### src/rtl/pwm_fade_ctrl.sv
// Fade sequencer for the PWM duty input: ramps duty toward a commanded target,
// updating only on PWM wrap cycles so the generator never sees a mid-period change.
module pwm_fade_ctrl #(
  parameter int unsigned WIDTH      = 8,
  parameter int unsigned RATE_W     = 16,
  parameter int unsigned RESET_DUTY = 0
) (
  input  logic              clk,
  input  logic              rst,
  input  logic              pwm_wrap,
  input  logic              cmd_valid,
  output logic              cmd_ready,
  input  logic [WIDTH-1:0]  cmd_target,
  input  logic [WIDTH-1:0]  cmd_step,
  input  logic [RATE_W-1:0] cmd_rate,
  output logic [WIDTH-1:0]  duty,
  output logic              busy,
  output logic              done
);

  typedef enum logic {IDLE, RAMP} state_t;

  state_t              state, state_n;
  logic [WIDTH-1:0]    target, target_n;
  logic [WIDTH-1:0]    step, step_n;
  logic [RATE_W-1:0]   rate, rate_n;
  logic [RATE_W-1:0]   rate_cnt, rate_cnt_n;
  logic [WIDTH-1:0]    duty_n;
  logic                done_n;
  logic                cmd_ready_n;
  logic                busy_n;

  logic [WIDTH:0]      sum;
  logic [WIDTH-1:0]    gap;
  logic [WIDTH-1:0]    stepped;

  // One clamped step toward target; the extra sum bit and the pre-subtract
  // compare keep the result from wrapping around.
  always_comb begin
    sum     = {1'b0, duty} + {1'b0, step};
    gap     = duty - target;
    stepped = duty;
    if (target > duty) begin
      stepped = (sum >= {1'b0, target}) ? target : sum[WIDTH-1:0];
    end else begin
      stepped = (gap <= step) ? target : (duty - step);
    end
  end

  always_comb begin
    state_n     = state;
    target_n    = target;
    step_n      = step;
    rate_n      = rate;
    rate_cnt_n  = rate_cnt;
    duty_n      = duty;
    done_n      = 1'b0;
    unique case (state)
      IDLE: begin
        if (cmd_valid && cmd_ready) begin
          target_n   = cmd_target;
          step_n     = (cmd_step == '0) ? WIDTH'(1) : cmd_step;
          rate_n     = cmd_rate;
          rate_cnt_n = cmd_rate;
          if (cmd_target == duty) begin
            done_n = 1'b1;
          end else begin
            state_n = RAMP;
          end
        end
      end
      RAMP: begin
        if (pwm_wrap) begin
          if (rate_cnt == '0) begin
            duty_n     = stepped;
            rate_cnt_n = rate;
            if (stepped == target) begin
              state_n = IDLE;
              done_n  = 1'b1;
            end
          end else begin
            rate_cnt_n = rate_cnt - RATE_W'(1);
          end
        end
      end
      default: state_n = IDLE;
    endcase
    cmd_ready_n = (state_n == IDLE);
    busy_n      = (state_n == RAMP);
  end

  always_ff @(posedge clk) begin
    if (rst) begin
      state     <= IDLE;
      target    <= '0;
      step      <= WIDTH'(1);
      rate      <= '0;
      rate_cnt  <= '0;
      duty      <= WIDTH'(RESET_DUTY);
      done      <= 1'b0;
      cmd_ready <= 1'b1;
      busy      <= 1'b0;
    end else begin
      state     <= state_n;
      target    <= target_n;
      step      <= step_n;
      rate      <= rate_n;
      rate_cnt  <= rate_cnt_n;
      duty      <= duty_n;
      done      <= done_n;
      cmd_ready <= cmd_ready_n;
      busy      <= busy_n;
    end
  end

endmodule
### config.mk
export PLATFORM = sky130hd
export DESIGN_NAME = pwm_fade_ctrl
export DESIGN_NICKNAME = d
export VERILOG_FILES = /design/src/rtl/pwm_fade_ctrl.sv
export SDC_FILE = /design/constraint.sdc
export NUM_CORES = 1
export LEC_CHECK = 0
export ABC_AREA = 1
export ABC_CLOCK_PERIOD_IN_PS = 10450
export CAP_MARGIN = 20
export CORE_MARGIN = 3
export CORE_UTILIZATION = 35
export DETAILED_ROUTE_END_ITERATION = 6
export SLEW_MARGIN = 25
export SYNTH_ARGS = -nofsm -noshare
export SYNTH_HDL_FRONTEND = slang
export SYNTH_SLANG_ARGS = --single-unit
### constraint.sdc
create_clock -name clk -period 10.45 [get_ports clk]
set_input_delay 3.135 -clock clk [delete_from_list [all_inputs] [get_ports clk]]
set_output_delay 3.135 -clock clk [all_outputs]
set_load 0.05 [all_outputs]
=== Yosys cells after proc, flatten, opt, wreduce, memory -nomap -nowiden ===
Cells that the tools add are included.
W data, S select, Z words.

* Memories kept: 0
* Bits in writable memories: 0
* Flip-flop bits (word level): 59
* ROM bits: 0
* Word-level logic and storage cells: 47
* Bits in latches: 0
* Output and inout bits: 11

* Muxes and demuxes: 20
* Equal/unequal tests: 4
* Divide/modulo/power cells: 0
* Reduce and logical (&&, ||, !) cells: 6
* Multipliers: 0
* Bitwise gates (word level): 2
* Order comparisons: 3
* Add/subtract/negate cells: 4
* Shift operators: 0

{| class="wikitable"
|+ Operators with widths
! operator !! count
|-
| $mux W16 || 3
|-
| $mux W8 || 4
|-
| $pmux W16 S2 || 1
|-
| $eq A8 B8 Y1 || 2
|-
| $logic_not A16 Y1 || 1
|-
| $sub A16 B1 Y16 const B || 1
|-
| $sub A8 B8 Y8 || 2
|-
| $mux W1 || 10
|-
| $add A8 B8 Y9 || 1
|-
| $ge A9 B8 Y1 || 1
|-
| $gt A8 B8 Y1 || 1
|-
| $le A8 B8 Y1 || 1
|-
| $logic_not A8 Y1 || 1
|-
| $ne A2 B2 Y1 const B || 2
|-
| $pmux W1 S2 || 2
|-
| $reduce_and A2 Y1 || 2
|-
| $reduce_and A3 Y1 || 1
|-
| $not A1 Y1 || 2
|-
| $logic_and A1 B1 Y1 || 1
|}

=== Longest topological paths before layout ===
Gate-level depths: netlist of run 1.

* Depth in word-level cells: 10
* Depth in mapped cells: 29

=== Least setup slack after synthesis of run 1 ===
OpenSTA, ideal clock, no wires.

* Path type: input port to flip-flop
* Start point: input port cmd_valid
* End point: register rate[10]
* Stages: 6
* Slack: 6.278 ns
* Buffers on the path: 2
* Data required time: 10.380 ns
* Arrival: 4.102 ns
* Path through: nand2_1 -> nor2_1 -> clkbuf_1 -> clkbuf_1 -> nand2_1 -> a21oi_1

* Longest elaborated chain between the ends: 2

{| class="wikitable"
|+ RTL lines
! item !! line !! RTL
|-
| from (decl) || 11 || <nowiki>input logic cmd_valid,</nowiki>
|-
| $logic_and A1 B1 Y1 || 60 || <nowiki>if (cmd_valid && cmd_ready) begin</nowiki>
|-
| $reduce_and A2 Y1 (no source line) || -- ||
|-
| to (signal assigned) || 107 || <nowiki>rate <= rate_n;</nowiki>
|-
| to (decl) || 26 || <nowiki>logic [RATE_W-1:0] rate, rate_n;</nowiki>
|}

No other way between the ends.
A chain may end at the register's enable or synchronous reset.

==> reports/qor.log, run 1 <==
qor: run_status.outcome finished clean
qor: cts.cts-htree-levels 3
qor: drt.wl_met2 6222 µm
qor: timing.fmax 194.5 MHz
qor: timing.slew-limit-headroom 0.4892
qor: yosys.synth_async_sr_flop_share 0
qor: timing.setup-tns-final 0 ns
qor: cts.cts.root.buffer_cell sky130_fd_sc_hd__clkbuf_16
qor: floorplanning.area_inside_the_core_boundary 0.01288 mm²
qor: cts.post_cts.resized_instances 0
qor: yosys.synth_adder_area_share 0.1215
qor: global_route.globalRoute.totalOverflow 0
qor: yosys.yosysSeqAreaShare 0.2505
qor: timing.worst_slack 5.308 ns
qor: timing.final_period_minus_worst_setup_slack 5.142 ns
qor: yosys.synth_area_per_cell 6.633 µm²
qor: yosys.post_synth_simple_gate_area 0.2863
qor: floorplanning.ioPinCount 47
qor: place.place_worst_setup_slack 5.154 ns
qor: yosys.netlist_area 0.004716 mm²
qor: timing.timing.final.crit_share 0.4921
qor: yosys.synth_xor_xnor_area_share 0.04643
qor: drt.final_wirelength 13790 µm
qor: global_route.grt_use_total 0.1920
qor: setup_path.timing.critical_path.slowest_cell_delay 0.93 ns
qor: yosys.mux_contribution_to_synthesized_area 0
qor: final_layout.layoutNonFillerInstCount 919
qor: place.portBuffers 46
qor: drt.via_density_per_instance 5.243
qor: hold_path.min_from rate[9]
qor: setup_path.cp_cell_sequence clkdlybuf4s50_1
qor: timing.setup_viol_count_final 0
qor: setup_path.timing.critical_path.arrival 2.01 ns
qor: setup_path.slowest_stage sky130_fd_sc_hd__clkdlybuf4s50_1
qor: setup_path.crit_type reg2out
qor: drt.count_of_unresolved_drc_violations_after_routing 0
qor: drt.met3RoutedLength 646 µm
qor: drt.detailedRoute.firstPassIterationCount 5
qor: setup_path.regToRegStartpoint duty[1]
qor: timing.final.setup_skew 0.008681 ns
qor: place.dpl_hpwl 10530 µm
qor: floorplanning.floorplan.die_area 0.01490 mm²
qor: yosys.synth-compound-area-share 0.1990
qor: final_layout.antenna_cells_inserted 0
qor: power_and_ir_drop.total_power 0.8587 mW
qor: setup_path.critPathTopFamily buffers and inverters
qor: yosys.main_combinational_cell_family_by_area_after_synthesis simple AND/OR/NAND/NOR gates
qor: drt.wire_per_inst 15.01 µm
qor: timing.finalMaxSlewViolations 0
qor: setup_path.timing.critical_path.to_type output port
qor: yosys.synth-main-ff-cell sky130_fd_sc_hd__dfxtp_1
qor: final_layout.drive_above_1_share 0.04953
qor: power_and_ir_drop.power.density_cell_area 155.2 mW/mm²
qor: floorplanning.chipWidth 122.1 µm
qor: cts.count_of_clock_tree_sinks 59
qor: global_route.grt_antenna_before_repair 0
qor: hold_path.min-delay-path-class reg2reg
qor: global_route.grt_first_pass_wirelength 22760 µm
qor: place.routabilityCongestion 0.8678
qor: flow_run.cap_viol_max_count 0
qor: global_route.first_global_vias 4457
qor: cts.worst_setup_hold_path_clk_slew 0.05 ns
qor: cts.cts.hold.buffers_added 0
qor: cts.ctsLongestPathBuffers 2
qor: drt.highest_layer met4
qor: yosys.post_synthesis_cell_count 711
qor: drt.detail-route-antenna-nets 0
qor: timing.worst_pin_slew 0.7653 ns
qor: yosys.synth_nets 791
qor: timing.grt_setup_unrepaired false
qor: setup_path.crit_path_start_kind flop
qor: power_and_ir_drop.leakagePower 2.565 nW
qor: floorplanning.start_util 0.3662
qor: cts.postCtsSetupRepairBufs 0
qor: final_layout.area.growth.synth_to_final 17.30%
qor: drt.via_count 4818
qor: cts.insertion_delay 0.33 ns
qor: floorplanning.fp-row-count 41
qor: setup_path.timing.critical_path.required 7.32 ns
qor: drt.routedLengthMet1 6705 µm
qor: yosys.post_synth_num_cell_types 40
qor: timing.timing.hold.ws 0.4569 ns
qor: floorplanning.die_height 122.1 µm
qor: yosys.synth-seq-cells 59
qor: timing.hold_viol 0
qor: cts.numCtsBuffers 9
qor: drt.detail_route.iter0.violations 345
qor: setup_path.worst-path-buf-inv 1
qor: yosys.synth.yosys.warnings 0
qor: global_route.maximum_number_of_pins_on_one_net_before_global_route_repair 55
qor: setup_path.crit_path_start state
qor: cts.cts_tree built
qor: final_layout.final_nets 823
qor: setup_path.cp_max_fo 16
qor: power_and_ir_drop.worst_ir_drop_vdd 95.33 µV
qor: yosys.number_of_flops_mapped_to_enable_cells_by_yosys 0
qor: place.placedCellCount 904
final cells by class:
type | count | area [µm²]
Clock buffer | 12 | 246.5
Inverter | 84 | 317.8
Clock inverter | 3 | 15.01
Multi-Input combinational cell | 541 | 3080
Tap cell | 172 | 215.2
Timing Repair Buffer | 48 | 475.5
Fill cell | 1341 | 7345
Sequential cell | 59 | 1181
worst reg2reg max path: stages (launching register included):
cell                      delay (ns)
sky130_fd_sc_hd__dfxtp_1        0.62
sky130_fd_sc_hd__inv_1          0.14
sky130_fd_sc_hd__fa_1           0.47
sky130_fd_sc_hd__o21ai_1        0.29
sky130_fd_sc_hd__a21oi_1        0.11
sky130_fd_sc_hd__o21ai_0        0.22
sky130_fd_sc_hd__xnor2_1        0.15
sky130_fd_sc_hd__inv_1          0.06
sky130_fd_sc_hd__ha_1           0.26
sky130_fd_sc_hd__nand2_1        0.06
sky130_fd_sc_hd__nor2_1         0.17
sky130_fd_sc_hd__nand4_1        0.27
sky130_fd_sc_hd__nand2_1        0.38
sky130_fd_sc_hd__inv_2          0.09
sky130_fd_sc_hd__nand2_1        0.08
sky130_fd_sc_hd__nand3_1        0.09
sky130_fd_sc_hd__nand3_1        0.12
sky130_fd_sc_hd__nand2_1        0.07
sky130_fd_sc_hd__nor2_1         0.11
sky130_fd_sc_hd__nand4_1        0.21
sky130_fd_sc_hd__nand3_1        0.17
sky130_fd_sc_hd__inv_1          0.05
synth_stat cells (10+ instances only):
cell type	n	area [µm²]
sky130_fd_sc_hd__clkbuf_1	18	67.56
sky130_fd_sc_hd__xor2_1	10	87.58
sky130_fd_sc_hd__nor2_1	39	146.4
sky130_fd_sc_hd__a21oi_1	74	370.4
sky130_fd_sc_hd__nand3_1	77	385.4
sky130_fd_sc_hd__inv_1	77	289.0
sky130_fd_sc_hd__xnor2_1	15	131.4
sky130_fd_sc_hd__o211ai_1	12	90.09
sky130_fd_sc_hd__dfxtp_1	59	1181
sky130_fd_sc_hd__nand2_1	156	585.6
sky130_fd_sc_hd__o21ai_0	59	295.3
sky130_fd_sc_hd__ha_1	41	513.0
sky130_fd_sc_hd__nand4_1	12	75.07
through the flow:
stage          utilization  instance area (µm²)
6_report            0.4296                 5532
5_1_grt             0.4296                 5532
4_1_cts             0.4296                 5532
3_5_place_dp        0.4093                 5270
3_3_place_gp        0.4093                 5270
2_1_floorplan            -                 4716
cells by family after synthesis:
| kind of cell | Yosys count |
|---|---|
| adders and majority gates | 44 |
| AOI/OAI and AO/OA | 168 |
| xor gates and xnor gates | 25 |
| buffers and inverters | 111 |
| and+or+nand+nor | 304 |
| DFF | 59 |
state kept, by name, indices dropped and copies added (netlist names):
register / flops
rate: 16
done: 1
rate_cnt: 16
target: 8
state: 1
duty: 8
step: 8
cmd_ready: 1
where the power goes:
part / leakage, nW / switching [mW] / internal [mW]
Clock: 0.132 / 0.0982 / 0.164
Sequential: 0.485 / 0.0176 / 0.244
Combinational: 1.95 / 0.214 / 0.121
Total: 2.57 / 0.330 / 0.529
worst paths after layout:
path                                end  slack, ns  cells after the start
worst max-delay path               busy       5.31                      1
worst min-delay path            rate[9]       0.46                      2
worst max register to register    state       6.16                     21
worst min register to register  rate[9]       0.46                      2
per-layer routing:
layer	up-vias	global-route usage
li1	2454	-
met4	0	0.06438
met1	2221	0.2710
met3	17	0.02971
met2	126	0.2990
met5	-	0
placed cells by master (no fill, tap or decap), drive strengths merged, types with 12 or more instances in the layout:
cell | synthesis | final
nand3 | 82 | 82
clkdlybuf4s50 | 0 | 46
o21ai | 61 | 61
clkbuf | 18 | 12
nand2 | 160 | 160
dfxtp | 59 | 59
ha | 41 | 41
nand4 | 12 | 12
o211ai | 12 | 12
nor2 | 40 | 40
a21oi | 76 | 76
xnor2 | 15 | 15
inv | 83 | 83
Power figures use the tool's default switching activity.
==> inputs of run 2 (changes only) <==
--- a/config.mk
+++ b/config.mk
@@ -6,7 +6,7 @@
 export NUM_CORES = 1
 export LEC_CHECK = 0
 export ABC_AREA = 1
-export ABC_CLOCK_PERIOD_IN_PS = 10450
+export ABC_CLOCK_PERIOD_IN_PS = 4490
 export CAP_MARGIN = 20
 export CORE_MARGIN = 3
 export CORE_UTILIZATION = 35
==> constraint.sdc (replaced) <==
create_clock -name clk -period 4.49 [get_ports clk]
set_input_delay 1.347 -clock clk [delete_from_list [all_inputs] [get_ports clk]]
set_output_delay 1.347 -clock clk [all_outputs]
set_load 0.05 [all_outputs]
==> run 2 against run 1 <==
Compared with the run above:
- highest routed layer unchanged
- critical path type is now reg2reg
- critical path depth rose by 21
- via count grew 0.87%
- clock power grew to 2.7 times the previous value
- register-to-register slack got worse by 5.8 ns
- total power up 150%
- clock-buffer cell count unchanged
- clock skew shrank 0.0023 ns
- sequential power grew 130%
- hold slack better by 0.0017 ns
- critical endpoint is now state
- sequential share of layout area is 0.35 points lower
==> reports/qor.log, run 2 (synthesized netlist as in run 1, its figures left out) <==
qor: run_status.outcome finished clean
qor: floorplanning.floorplan.die_area 0.01490 mm² [unchanged]
qor: timing.timing.hold.ws 0.4587 ns [+0.001744 ns]
qor: drt.detail_route.iter0.violations 384 [+11%]
qor: floorplanning.chipWidth 122.1 µm [unchanged]
qor: place.dpl-instance-area 0.005320 mm² [+0.95%]
qor: setup_path.critical_path.endpoint state
qor: drt.via_count 4860 [+0.87%]
qor: place.dpl_hpwl 11290 µm [+7.2%]
qor: setup_path.crit_path_start duty[0]
qor: final_layout.layoutNonFillerInstCount 925 [+0.65%]
qor: setup_path.cp_max_fo 9 [-7]
qor: flow_run.cap_viol_max_count 0 [unchanged]
qor: setup_path.worst-r2r-setup-slack 0.40 ns [-5.76 ns]
qor: drt.detail-route-antenna-nets 0 [unchanged]
qor: setup_path.timing.critical_path.arrival 4.31 ns [+2.30 ns]
qor: final_layout.drive_above_1_share 0.05976 [+0.01023]
qor: timing.setup_viol_count_final 0 [unchanged]
qor: setup_path.worst_case_reg_to_reg_path_depth 22 [+4.8%]
qor: global_route.grt-busiest-layer met2
qor: floorplanning.die_height 122.1 µm [unchanged]
qor: cts.cts_tree built
qor: timing.fmax 244.8 MHz
qor: floorplanning.start_util 0.3662 [unchanged]
qor: power_and_ir_drop.leakagePower 2.617 nW [+2.0%]
qor: timing.final.setup_skew 0.006391 ns [-0.002289 ns]
qor: setup_path.crit_type reg2reg
qor: timing.slew-limit-headroom 0.5235 [+0.03426]
qor: setup_path.regToRegStartpoint duty[0]
qor: final_layout.layout.cells.most_common_list sky130_fd_sc_hd__nand2_1, sky130_fd_sc_hd__inv_1, sky130_fd_sc_hd__nand3_1
qor: place.placedCellCount 909 [+0.55%]
qor: drt.count_of_unresolved_drc_violations_after_routing 0 [unchanged]
qor: global_route.grt_use_total 0.2060 [+0.01393]
qor: drt.detailedRoute.firstPassIterationCount 5 [unchanged]
qor: setup_path.reg2reg_to state
qor: place.place_worst_setup_slack 0.3585 ns [-4.795 ns]
qor: timing.timing.final.crit_share 0.9100
qor: final_layout.antenna_cells_inserted 0 [unchanged]
qor: global_route.globalRoute.totalOverflow 0 [unchanged]
qor: global_route.global_route.usage.met2 0.3184 [+0.01934]
qor: cts.count_of_clock_tree_sinks 59 [unchanged]
qor: global_route.maximum_number_of_pins_on_one_net_before_global_route_repair 55 [unchanged]
qor: final_layout.area.growth.synth_to_final 19.37%
qor: global_route.grt_util_met3 0.03064 [+0.0009285]
qor: final_layout.final_nets 828 [+0.61%]
qor: timing.finalMaxSlewViolations 0 [unchanged]
qor: cts.numCtsBuffers 9 [unchanged]
qor: cts.cts-htree-levels 3 [unchanged]
qor: cts.cts.root.buffer_cell sky130_fd_sc_hd__clkbuf_16
qor: timing.worst_slack 0.4042 ns [-4.904 ns]
qor: global_route.first_global_vias 4617 [+3.6%]
qor: setup_path.timing.critical_path.required 4.71 ns [-2.61 ns]
qor: drt.wire_per_inst 16.05 µm [+6.9%]
qor: hold_path.min_delay_path_depth 2 [unchanged]
qor: power_and_ir_drop.total_power 2.116 mW [+150%]
qor: final_layout.layout.cells.most_common sky130_fd_sc_hd__nand2_1
qor: global_route.globalRouteMet1Util 0.2994 [+0.02841]
qor: hold_path.min-delay-path-class reg2reg
qor: floorplanning.fp-row-count 41 [unchanged]
qor: timing.final_period_minus_worst_setup_slack 4.086 ns
qor: cts.cts.hold.buffers_added 0 [unchanged]
qor: setup_path.crit_path_start_kind flop
qor: floorplanning.area_inside_the_core_boundary 0.01288 mm² [unchanged]
qor: final_layout.fin_util 0.4372 [+0.007579]
qor: timing.worst_pin_slew 0.7130 ns [-0.05230 ns]
qor: cts.insertion_delay 0.33 ns [about the same]
qor: global_route.grt_first_pass_wirelength 24190 µm [+6.3%]
qor: cts.worst_setup_hold_path_clk_slew 0.06 ns [about the same]
qor: cts.post_cts.resized_instances 0 [unchanged]
qor: timing.setup-tns-final 0 ns [unchanged]
qor: power_and_ir_drop.power.density_cell_area 375.9 mW/mm² [+140%]
qor: place.portBuffers 46 [unchanged]
qor: drt.via_density_per_instance 5.254 [+0.22%]
qor: global_route.grt_antenna_before_repair 0 [unchanged]
qor: drt.final_wirelength 14850 µm [+7.6%]
qor: final_layout.design_area 0.005629 mm² [+1.8%]
qor: power_and_ir_drop.worst_ir_drop_vdd 233.9 µV [+150%]
qor: timing.grt_setup_unrepaired false
qor: timing.hold_viol 0 [unchanged]
qor: floorplanning.ioPinCount 47 [unchanged]
qor: cts.ctsLongestPathBuffers 2 [unchanged]
qor: place.routabilityCongestion 0.9186 [+5.9%]
qor: setup_path.timing.critical_path.to_type flop
qor: final_layout.largest_registers rate: 16 flops, rate_cnt: 16 flops
qor: cts.postCtsSetupRepairBufs 0 [unchanged]
[run 2: changes by cell type in the layout (fill, tap and decap cells not counted), sizes merged]
cell and delta:
bufinv +1, buf +5
[run 2: worst min path at each step]
| stage | slack, ns | to | startpoint |
|---|---|---|---|
| 2_1_floorplan | 0.42 | rate[8] | rate[8] |
| 3_3_place_gp | 0.45 | rate[5] | rate[5] |
| 3_5_place_dp | 0.45 | rate[8] | rate[8] |
| 4_1_cts | 0.46 | rate[3] | rate[3] |
| 5_1_grt | 0.47 | rate[15] | rate[15] |
| 6_report | 0.46 | rate[6] | rate[6] |
[run 2: critical path: stages, from the launching register on]
cell and delay [ns]:
sky130_fd_sc_hd__dfxtp_1 0.48, sky130_fd_sc_hd__inv_1 0.11, sky130_fd_sc_hd__ha_1 0.25, sky130_fd_sc_hd__fa_1 0.42, sky130_fd_sc_hd__o21ai_1 0.27, sky130_fd_sc_hd__a21oi_1 0.10
sky130_fd_sc_hd__o21ai_0 0.23, sky130_fd_sc_hd__xnor2_1 0.15, sky130_fd_sc_hd__inv_1 0.06, sky130_fd_sc_hd__ha_1 0.27, sky130_fd_sc_hd__nand2_1 0.06, sky130_fd_sc_hd__nor2_1 0.14
sky130_fd_sc_hd__nand4_1 0.26, sky130_fd_sc_hd__nand2_2 0.29, sky130_fd_sc_hd__inv_2 0.07, sky130_fd_sc_hd__nand2_1 0.07, sky130_fd_sc_hd__nand3_1 0.08, sky130_fd_sc_hd__nand3_1 0.13
sky130_fd_sc_hd__nand2_1 0.05, sky130_fd_sc_hd__nor2_1 0.13, sky130_fd_sc_hd__nand4_1 0.17, sky130_fd_sc_hd__nand3_1 0.13, sky130_fd_sc_hd__inv_1 0.05
[run 2: cell type report]
type / instances / area, µm²
tap: 172 / 215.2
sequential: 59 / 1182
clock buffer: 12 / 256.5
clock inverter: 4 / 48.80
fill: 1317 / 7247
multi-input combinational: 541 / 3083
inverter: 84 / 317.8
timing repair buffer: 53 / 525.5
[run 2: layer usage]
layer / wire length [µm] / part of all wire
met2: 6553 / 0.44
met3: 817 / 0.055
met5: 0 / 0
met1: 7260 / 0.49
met4: 216 / 0.015
[run 2: power breakdown]
group          leakage [nW]  internal [mW]  total, mW  switching [mW]
clock                 0.153          0.459      0.711           0.252
combinational          1.98          0.285      0.801           0.516
sequential            0.486          0.567      0.604          0.0372
